===== config.mk =====
export PLATFORM = sky130hd
export DESIGN_NAME = interpolator_3
export DESIGN_NICKNAME = d
export VERILOG_FILES = /design/src/rtl/dsp_pkg.sv /design/src/rtl/interp_frame_buffer.sv /design/src/rtl/interpolator_3.sv
export SDC_FILE = /design/constraint.sdc
export NUM_CORES = 1
export LEC_CHECK = 0
export ABC_AREA = 1
export BUFFER_PORTS_ARGS = -buffer_cell sky130_fd_sc_hd__buf_2
export CAP_MARGIN = 10
export CORE_MARGIN = 2
export CORE_UTILIZATION = 61
export CTS_BUF_LIST = sky130_fd_sc_hd__clkbuf_4 sky130_fd_sc_hd__clkbuf_8
export CTS_CLUSTER_DIAMETER = 80
export DETAILED_ROUTE_END_ITERATION = 10
export GPL_TIMING_DRIVEN = 0
export HOLD_SLACK_MARGIN = 0.08
export PLACE_DENSITY = 0.95
export SYNTH_ARGS = -nofsm -noshare
export SYNTH_HDL_FRONTEND = slang
export SYNTH_SLANG_ARGS = --single-unit

===== constraint.sdc =====
create_clock -name clock -period 3.5 [get_ports clock]
set_clock_uncertainty 0.05 [all_clocks]
set_input_delay 0.175 -clock clock [delete_from_list [all_inputs] [get_ports clock]]
set_output_delay 0.175 -clock clock [all_outputs]
set_load 0.005 [all_outputs]

===== src/rtl/dsp_pkg.sv =====
// dsp_pkg: shared definitions for the multirate DSP path (decimator_3 / interpolator_3).
// Latency: n/a (types, constants and a width helper only).
// Backpressure: n/a.
package dsp_pkg;

    localparam int WORD_LENGTH_DEF = 8;
    localparam int LATENCY_DEF     = 4;

    // Counter width able to index every word of a frame; never narrower than 1 bit.
    function automatic int cnt_width(input int n);
        return (n <= 2) ? 1 : $clog2(n);
    endfunction

    localparam int CNT_W_DEF = cnt_width(LATENCY_DEF);

    typedef enum logic [1:0] {
        IDLE  = 2'd0,
        SHIFT = 2'd1,
        PAUSE = 2'd2
    } state_t;

endpackage


===== src/rtl/interp_frame_buffer.sv =====
// interp_frame_buffer: parallel frame register with indexed word read-out.
// Latency: capture visible one clock after i_capture; word select is combinational.
// Backpressure: none; captures unconditionally whenever i_capture is high.
module interp_frame_buffer
    import dsp_pkg::*;
#(
    parameter int word_length = WORD_LENGTH_DEF,
    parameter int latency     = LATENCY_DEF,
    parameter int sel_w       = CNT_W_DEF
) (
    input  logic                            i_clk,
    input  logic                            i_rst,
    input  logic [word_length*latency-1:0]  i_data,
    input  logic                            i_capture,
    input  logic [sel_w-1:0]                i_sel,
    output logic [word_length-1:0]          o_word
);

    logic [latency-1:0][word_length-1:0] r_buf;

    // Frame register: cleared by reset, replaced only on an accepted load.
    always_ff @(posedge i_clk) begin
        if (i_rst) begin
            r_buf <= '0;
        end else if (i_capture) begin
            r_buf <= i_data;
        end
    end

    assign o_word = r_buf[i_sel];

endmodule


===== src/rtl/interpolator_3.sv =====
// interpolator_3: parallel-to-serial frame expander, highest word first (build option INTERP_ZERO_STUFF_EN adds a zero after each sample).
// Latency: first sample one clock after the accepted load edge, then one sample per clock.
// Backpressure: hold stalls the stream in place; ready gates load, a rejected load pulses load_ignored.
module interpolator_3
    import dsp_pkg::*;
#(
    parameter int word_length = WORD_LENGTH_DEF,
    parameter int latency     = LATENCY_DEF
) (
    input  logic                            clock,
    input  logic                            reset,
    input  logic [word_length*latency-1:0]  data_in,
    input  logic                            load,
    input  logic                            hold,
    output logic [word_length-1:0]          data_out,
    output logic                            sample_valid,
    output logic                            ready,
    output logic                            frame_done,
    output logic                            load_ignored
);

    localparam int CW = cnt_width(latency);

    state_t                  r_state, w_state_nxt;
    logic [CW-1:0]           r_count, w_count_nxt, w_sel, w_adv_count;
    logic [word_length-1:0]  r_data_out, w_data_nxt, w_word, w_first, w_adv_data;
    logic                    r_valid, w_valid_nxt;
    logic                    r_done, w_done_nxt;
    logic                    r_ign, w_ign_nxt;
    logic                    w_last, w_ready, w_capture, w_adv_done;
`ifdef INTERP_ZERO_STUFF_EN
    // r_phase=1 while the stuffed zero following word r_count is on the bus.
    logic                    r_phase, w_phase_nxt, w_adv_phase;
`endif

    interp_frame_buffer #(
        .word_length (word_length),
        .latency     (latency),
        .sel_w       (CW)
    ) u_buf (
        .i_clk     (clock),
        .i_rst     (reset),
        .i_data    (data_in),
        .i_capture (w_capture),
        .i_sel     (w_sel),
        .o_word    (w_word)
    );

    // The first word must come straight from data_in: the buffer only holds it after this edge.
    assign w_first = data_in[word_length*latency-1 -: word_length];
    assign w_sel   = r_count - CW'(1);

`ifdef INTERP_ZERO_STUFF_EN
    assign w_last = (r_count == '0) && r_phase;
`else
    assign w_last = (r_count == '0);
`endif

    assign w_ready = (r_state == IDLE) || ((r_state == SHIFT) && w_last && !hold);

    // Values for stepping to the next item of the frame (next word, or the zero after this word).
    always_comb begin
`ifdef INTERP_ZERO_STUFF_EN
        w_adv_phase = ~r_phase;
        if (!r_phase) begin
            w_adv_count = r_count;
            w_adv_data  = '0;
            w_adv_done  = (r_count == '0);
        end else begin
            w_adv_count = w_sel;
            w_adv_data  = w_word;
            w_adv_done  = 1'b0;
        end
`else
        w_adv_count = w_sel;
        w_adv_data  = w_word;
        w_adv_done  = (r_count == CW'(1));
`endif
    end

    // Next-state and next-output logic for the frame sequencer.
    always_comb begin
        w_state_nxt = r_state;
        w_count_nxt = r_count;
        w_data_nxt  = r_data_out;
        w_valid_nxt = 1'b0;
        w_done_nxt  = 1'b0;
        w_capture   = 1'b0;
        w_ign_nxt   = load && !w_ready;
`ifdef INTERP_ZERO_STUFF_EN
        w_phase_nxt = r_phase;
`endif
        case (r_state)
            IDLE: begin
                // hold has no effect here; a load is always taken and emits its first word.
                if (load) begin
                    w_state_nxt = SHIFT;
                    w_count_nxt = CW'(latency - 1);
                    w_data_nxt  = w_first;
                    w_valid_nxt = 1'b1;
                    w_capture   = 1'b1;
`ifdef INTERP_ZERO_STUFF_EN
                    w_phase_nxt = 1'b0;
`endif
                end else begin
                    w_data_nxt = '0;
                end
            end
            SHIFT: begin
                if (hold) begin
                    w_state_nxt = PAUSE;
                end else if (!w_last) begin
                    w_count_nxt = w_adv_count;
                    w_data_nxt  = w_adv_data;
                    w_valid_nxt = 1'b1;
                    w_done_nxt  = w_adv_done;
`ifdef INTERP_ZERO_STUFF_EN
                    w_phase_nxt = w_adv_phase;
`endif
                end else if (load) begin
                    // Back-to-back frame: new first word follows the last item with no gap.
                    w_count_nxt = CW'(latency - 1);
                    w_data_nxt  = w_first;
                    w_valid_nxt = 1'b1;
                    w_capture   = 1'b1;
`ifdef INTERP_ZERO_STUFF_EN
                    w_phase_nxt = 1'b0;
`endif
                end else begin
                    w_state_nxt = IDLE;
                    w_count_nxt = '0;
                    w_data_nxt  = '0;
`ifdef INTERP_ZERO_STUFF_EN
                    w_phase_nxt = 1'b0;
`endif
                end
            end
            PAUSE: begin
                if (hold) begin
                    w_state_nxt = PAUSE;
                end else if (!w_last) begin
                    w_state_nxt = SHIFT;
                    w_count_nxt = w_adv_count;
                    w_data_nxt  = w_adv_data;
                    w_valid_nxt = 1'b1;
                    w_done_nxt  = w_adv_done;
`ifdef INTERP_ZERO_STUFF_EN
                    w_phase_nxt = w_adv_phase;
`endif
                end else begin
                    // Stalled on the final item: the frame is already complete, so close it out.
                    w_state_nxt = IDLE;
                    w_count_nxt = '0;
                    w_data_nxt  = '0;
`ifdef INTERP_ZERO_STUFF_EN
                    w_phase_nxt = 1'b0;
`endif
                end
            end
            default: begin
                w_state_nxt = IDLE;
                w_count_nxt = '0;
                w_data_nxt  = '0;
`ifdef INTERP_ZERO_STUFF_EN
                w_phase_nxt = 1'b0;
`endif
            end
        endcase
    end

    // State, counter and registered outputs; reset overrides everything.
    always_ff @(posedge clock) begin
        if (reset) begin
            r_state    <= IDLE;
            r_count    <= '0;
            r_data_out <= '0;
            r_valid    <= 1'b0;
            r_done     <= 1'b0;
            r_ign      <= 1'b0;
`ifdef INTERP_ZERO_STUFF_EN
            r_phase    <= 1'b0;
`endif
        end else begin
            r_state    <= w_state_nxt;
            r_count    <= w_count_nxt;
            r_data_out <= w_data_nxt;
            r_valid    <= w_valid_nxt;
            r_done     <= w_done_nxt;
            r_ign      <= w_ign_nxt;
`ifdef INTERP_ZERO_STUFF_EN
            r_phase    <= w_phase_nxt;
`endif
        end
    end

    assign data_out     = r_data_out;
    assign sample_valid = r_valid;
    assign ready        = w_ready;
    assign frame_done   = r_done;
    assign load_ignored = r_ign;

endmodule


=== Word level (Yosys, flattened, before mapping) ===
Cells that the tools add are included.

* Logic and storage cells: 65
* Input bits: 36
* Register bits: 47

* Eq/ne operators: 8
* Magnitude comparators: 1
* Add/subtract/negate cells: 1
* Bitwise gates (word level): 1
* Mux-type cells: 31
* Reduce and logical (&&, ||, !) cells: 13

{| class="wikitable"
|+ Operators by type and width
! kind !! number
|-
| 8-bit two-way mux || 6
|-
| 8-bit one-hot mux with 3 select lines || 1
|-
| 2-bit two-way mux || 11
|-
| 8-bit binary-select mux with 2-bit select || 1
|-
| 2-bit one-hot mux with 3 select lines || 2
|-
| 1-bit two-way mux || 8
|-
| 2-bit != test, second input constant || 3
|-
| 3-bit != test, second input constant || 2
|-
| 3-bit AND reduction || 2
|-
| 2-bit by 1-bit equality test with 1-bit output, second input constant || 2
|-
| 2-bit zero test || 2
|-
| 4-bit OR reduction || 1
|-
| 1-bit logical AND || 3
|-
| 2-bit by 3-bit < comparator with 1-bit output, second input constant || 1
|-
| 1-bit one-hot mux with 3 select lines || 1
|-
| 2-bit equality test, second input constant || 1
|-
| 1-bit zero test || 2
|-
| 1-bit one-hot mux with 2 select lines || 1
|-
| 2-bit AND reduction || 1
|-
| 2-bit OR reduction || 1
|-
| 2-bit by 1-bit subtractor with 2-bit output, second input constant || 1
|-
| 1-bit logical OR || 1
|-
| 1-bit inverter || 1
|}

=== Longest topological paths before layout ===
* Word-level depth: 6
* Gate-level depth with buffers: 11
* Gate-level depth less buffers: 9

=== Hierarchy ===
A second synthesis with hierarchy kept.

* Cells, all modules: 390
* Area, all modules: 2539.9 um^2

{| class="wikitable"
|+ By module, submodules not included
! module !! instances !! seq. area each (um^2) !! area each (um^2) !! cells each
|-
| interp_frame_buffer || 1 || 640.6 || 1535.2 || 233
|-
| interpolator_3 || 1 || 300.3 || 1004.7 || 157
|}

=== Least setup slack after synthesis ===
OpenSTA, ideal clock, no wires.

* Kind: reg-to-reg
* Start point: register r_count[0]
* End point: register r_count[1]
* Slack: 1697 ps
* Data required time: 3318 ps
* Clock period less this slack: 1803 ps
* Path buffers: 3
* Cell stages (with the launch flop): 11
* Arrival time: 1620 ps
* Cell sequence: dfxtp_1 > buf_6 > inv_2 > buf_6 > ha_1 > buf_2 > clkinv_1 > o21ai_0 > o21ai_0 > nand2_1 > a21oi_1

* Word-level cells in the longest chain between the ends: 4
* Elaborated cells on any way between the ends: 7
* Those cells by class: add/sub (1); mux (5); reduce/logical (1)

{| class="wikitable"
|+ RTL lines
! element !! line !! text
|-
| start, declared || interpolator_3.sv:25 || <nowiki>logic [CW-1:0] r_count, w_count_nxt, w_sel, w_adv_count;</nowiki>
|-
| start signal, assigned || interpolator_3.sv:185 || <nowiki>r_count <= w_count_nxt;</nowiki>
|-
| 2-bit by 1-bit subtractor with 2-bit output or 2-bit zero test (tied branches) || interpolator_3.sv:51, interpolator_3.sv:56 ||
|-
| 2-bit two-way mux (on tied branches) || interpolator_3.sv:141, interpolator_3.sv:112 ||
|-
| 2-bit two-way mux (on tied branches) || interpolator_3.sv:139, interpolator_3.sv:110 ||
|-
| 2-bit one-hot mux with 3 select lines * || interpolator_3.sv:93 || <nowiki>case (r_state)</nowiki>
|}

Every way passes the cells marked *; elsewhere a longest branch is shown, timed or not. The select of a mux whose other input is x is not followed.
A chain may end at the register's enable or synchronous reset.

=== Worst setup path after layout ===
* Start point: register r_count[0]
* End point: register r_data_out[4], in the netlist data_out[4]

* Word-level cells in the longest chain between the ends: 6
* Elaborated cells on any way between the ends: 9
* Those cells by class: add/sub (1); mux (7); reduce/logical (1)

{| class="wikitable"
|+ RTL lines
! element !! line !! text
|-
| 2-bit by 1-bit subtractor with 2-bit output || interpolator_3.sv:51 || <nowiki>assign w_sel = r_count - CW'(1);</nowiki>
|-
| 8-bit binary-select mux with 2-bit select || interp_frame_buffer.sv:30 || <nowiki>assign o_word = r_buf[i_sel];</nowiki>
|-
| 8-bit two-way mux (implied by the code) || interp_frame_buffer.sv:30 ||
|-
| 8-bit two-way mux (on tied branches) || interpolator_3.sv:141, interpolator_3.sv:112 ||
|-
| 8-bit two-way mux (on tied branches) || interpolator_3.sv:139, interpolator_3.sv:110 ||
|-
| 8-bit one-hot mux with 3 select lines * || interpolator_3.sv:93 ||
|-
| end signal, assigned || interpolator_3.sv:186 || <nowiki>r_data_out <= w_data_nxt;</nowiki>
|-
| end, declared || interpolator_3.sv:26 || <nowiki>logic [word_length-1:0] r_data_out, w_data_nxt, w_word, w_first, w_adv_data;</nowiki>
|}

Marked as above.

==> metrics.md <==
| Metric | Value |
|---|---|
| Placed Area | `0.00257 sq mm` |
| Max stage delay on crit path | `0.39 ns` |
| Library cells used by synthesis | `20` |
| Die H | `65.2 um` |
| Cells on worst reg2reg path | `11` |
| Ranking of synthesized cells by area | `dfxtp_1, nand2_1, a21oi_1` |
| Slowest cell on the critical path | `dfxtp_1` |
| Clk_lat worst skew | `0.30 ns` |
| Max Clk Rate | `422 MHz` |
| Hold Fails Final Rpt | `0` |
| Detailed-route via count | `2459` |
| Post-synth top area cell | `dfxtp_1` |
| Worst r2r src | `r_count[0]$_SDFFE_PP0P_` |
| P_leak | `1.27 nW` |
| Arrival time worst endpoint | `2.54 ns` |
| Final WL | `6160 um` |
| Die area | `0.00425 sq mm` |
| Crit start category | `flop` |
| Hpwl dp | `4040 um` |
| RePlAce Congestion | `0.893` |
| Hold Path Depth | `3` |
| Layout fillers | `272` |
| Worst setup path category | `reg -> reg` |
| H-tree Lvls | `2` |
| Unrepaired setup endpoints after global routing | `no` |
| Synthesis-stage register bit count | `47` |
| Die W | `65.2 um` |
| CTS Root Cell | `clkbuf_8` |
| FF-to-FF setup slack | `1.13 ns` |
| Largest net degree at the start of global routing | `15` |
| Post-synthesis simple-gate area fraction | `31.4%` |
| Synth Instances | `324` |
| Crit path from | `r_count[0]$_SDFFE_PP0P_` |
| DRT antenna net count | `0` |
| Worst vdd ir | `0.000347 V` |
| Multi-input gate area | `0.00116 sq mm` |
| CTS tree | `built` |
| Pre-antenna DRT Iters | `5` |
| Num CTS Buffers | `5` |
| Fraction of layout cells with a size suffix above 1 | `20.4%` |
| Buffers & Inverters on Critical Path | `5` |
| XOR/XNOR share of the synthesized area | `0%` |
| Synth Area in Compound Gates | `14.5%` |
| Post-synthesis adder-cell area fraction | `4.93%` |
| Post-Place Worst Slack | `1.26 ns` |
| Reg area | `941 sq um` |
| Worst slew pin tran | `0.629 ns` |
| CP top delay family | `buffers and inverters` |
| First-pass GRT wire length | `9920 um` |
| Crit path to | `data_out[4]$_SDFFE_PP0P_` |
| CTS resizes | `0` |
| Post-synth top area share | `41.2%` |
| Final period utilization | `67.7%` |
| Final Cell Area | `0.00286 sq mm` |
| Syn avg cell area | `7.05 sq um` |
| Syn Nets | `369` |
| Area Overhead vs Synth | `25.4%` |
| CP endpoint kind | `flop` |
| Clock transition at path regs | `0.08 ns` |
| CTS Hold Buffers Added | `17` |
| Clock period minus worst slack | `2.37 ns` |
| Nets | `442` |
| Final setup margin | `1.13 ns` |
| Initial antenna violation count | `0` |
| CP Cell Sequence | `buf_6, inv_2, buf_6, ha_1, buf_2, clkinv_1, nand3_1, nand3_1, nand2_1, nand2_1, a21oi_1` |
| Synth warn | `0` |
| Critical path fanouts, max | `12` |
| Status | `complete, no violations` |
| Residual DRC | `0` |
| Ant diodes | `0` |
| Max-slew violation count | `0` |
| Register area share after synthesis | `41.2%` |
| Final setup viols | `0` |
| Gr usage total | `30.2%` |
| Pwr Density | `532 mW/mm^2` |
| Row count | `22` |
| Netlist Area Pre-Place | `0.00228 sq mm` |
| Vias/cell | `5.51` |
| Core area | `0.00363 sq mm` |
| Wirelength per Cell | `13.8 um` |
| Type of the worst min-delay path | `in -> reg` |
| Bufs on Longest Clock Path | `2` |
| Levels on crit path | `11` |
| CTS Sinks | `47` |
| Setup bufs post-CTS | `0` |
| Multiplexer area fraction after synthesis | `0%` |
| Total congestion overflow | `0` |
| Largest family of logic cells by synthesized area | `simple AND/OR/NAND/NOR gates` |
| Initial Util | `62.9%` |
| Relative slew slack | `57.9%` |
| I/O pin cnt | `48` |
| Reg2reg end | `data_out[4]$_SDFFE_PP0P_` |
| Iter 0 DRT Violations | `282` |
| Worst EP required | `3.67 ns` |
| Number of max-cap violations | `0` |
| Setup TNS | `0 ns` |
| I/O Buffers | `46` |
| Vias in the first global route | `2258` |
## Yosys cell counts, drive strengths merged
cell and count:
a21oi 47, buf 11, clkbuf 5, clkinv 1, dfxtp 47, ha 9
inv 15, nand2 138, nand3 25, nor2 12, nor3 3, o21ai 10
or2 1
## how the worst min path moves through the flow
stage,startpoint,endpoint
after floorplan,data_in[0],u_buf.r_buf[0]$_SDFFE_PP0P_
after global placement,data_in[18],u_buf.r_buf[18]$_SDFFE_PP0P_
after detailed placement,data_in[17],u_buf.r_buf[17]$_SDFFE_PP0P_
after CTS,data_in[19],u_buf.r_buf[19]$_SDFFE_PP0P_
after global routing,data_in[7],u_buf.r_buf[7]$_SDFFE_PP0P_
final,data_in[12],u_buf.r_buf[12]$_SDFFE_PP0P_
## placed cells by master, fill, tap and decap left out
cell           count
clkinvlp_4         1
dlygate4sd3_1     20
inv_1             11
clkbuf_8           5
a21oi_2            8
a21oi_1           39
o21ai_4            1
inv_2              4
nor3_1             3
nand3_1           25
clkbuf_1           5
buf_2             49
nand2_1          138
or2_2              1
nor2_4             1
clkinv_1           1
o21ai_1            1
clkinv_2           1
clkbuf_4           1
o21ai_2            1
ha_1               9
nor2_1            11
o21ai_0            7
dfxtp_1           47
buf_6              8
## power breakdown
part,switching [mW],internal (mW)
registers,0.0386,0.600
clock network,0.178,0.147
logic,0.346,0.212
total,0.563,0.960
## registers in the layout, summed over array words and instances, names as in the netlist
signal        count
load_ignored      1
sample_valid      1
r_count           2
r_state           2
data_out          8
u_buf.r_buf      32
frame_done        1
## cell type report
cell class / instances / area share, %
flip-flops and latches: 47 / 32.9
well taps: 48 / 2.10
clock inverters: 2 / 0.437
clock buffers: 6 / 2.66
multi-input cells: 245 / 40.5
repair buffers: 66 / 15.0
plain buffers: 16 / 4.33
inverters: 16 / 2.10
## metal layers
layer | part of all wire (%) | wire, um | vias to the layer above | global-route usage, %
met5 | 0 | 0 | - | 0
met1 | 40 | 2480 | 1142 | 35.7
met2 | 51 | 3150 | 121 | 54.7
met3 | 7.2 | 441 | 13 | 7.02
met4 | 1.5 | 95 | 0 | 8.07
li1 | - | - | 1183 | -
## worst register-to-register path, cell delays in order (launching register included)
cell,delay [ns]
dfxtp_1,0.39
buf_6,0.16
inv_2,0.10
buf_6,0.17
ha_1,0.27
buf_2,0.21
clkinv_1,0.31
nand3_1,0.18
nand3_1,0.08
nand2_1,0.12
nand2_1,0.06
a21oi_1,0.19
## kinds of logic after synthesis
kind of cell	count (synthesis)
AND/OR/NAND/NOR	179
AO/OA/AOI/OAI	57
flip-flops	47
buffers and inverters	32
adder cells (fa/ha/maj)	9
## stage by stage
stage	power, mW	std cells	hold WS, ns	util (%)
finish	1.52	446	0.0820	78.8
global route	1.62	446	0.0811	78.8
CTS	1.51	443	0.0804	78.0
detailed placement	1.17	418	0.385	70.9
global placement	1.16	418	0.378	70.9
floorplan	1.02	324	0.272	-
Note: power is estimated with default switching activity, not from simulation.
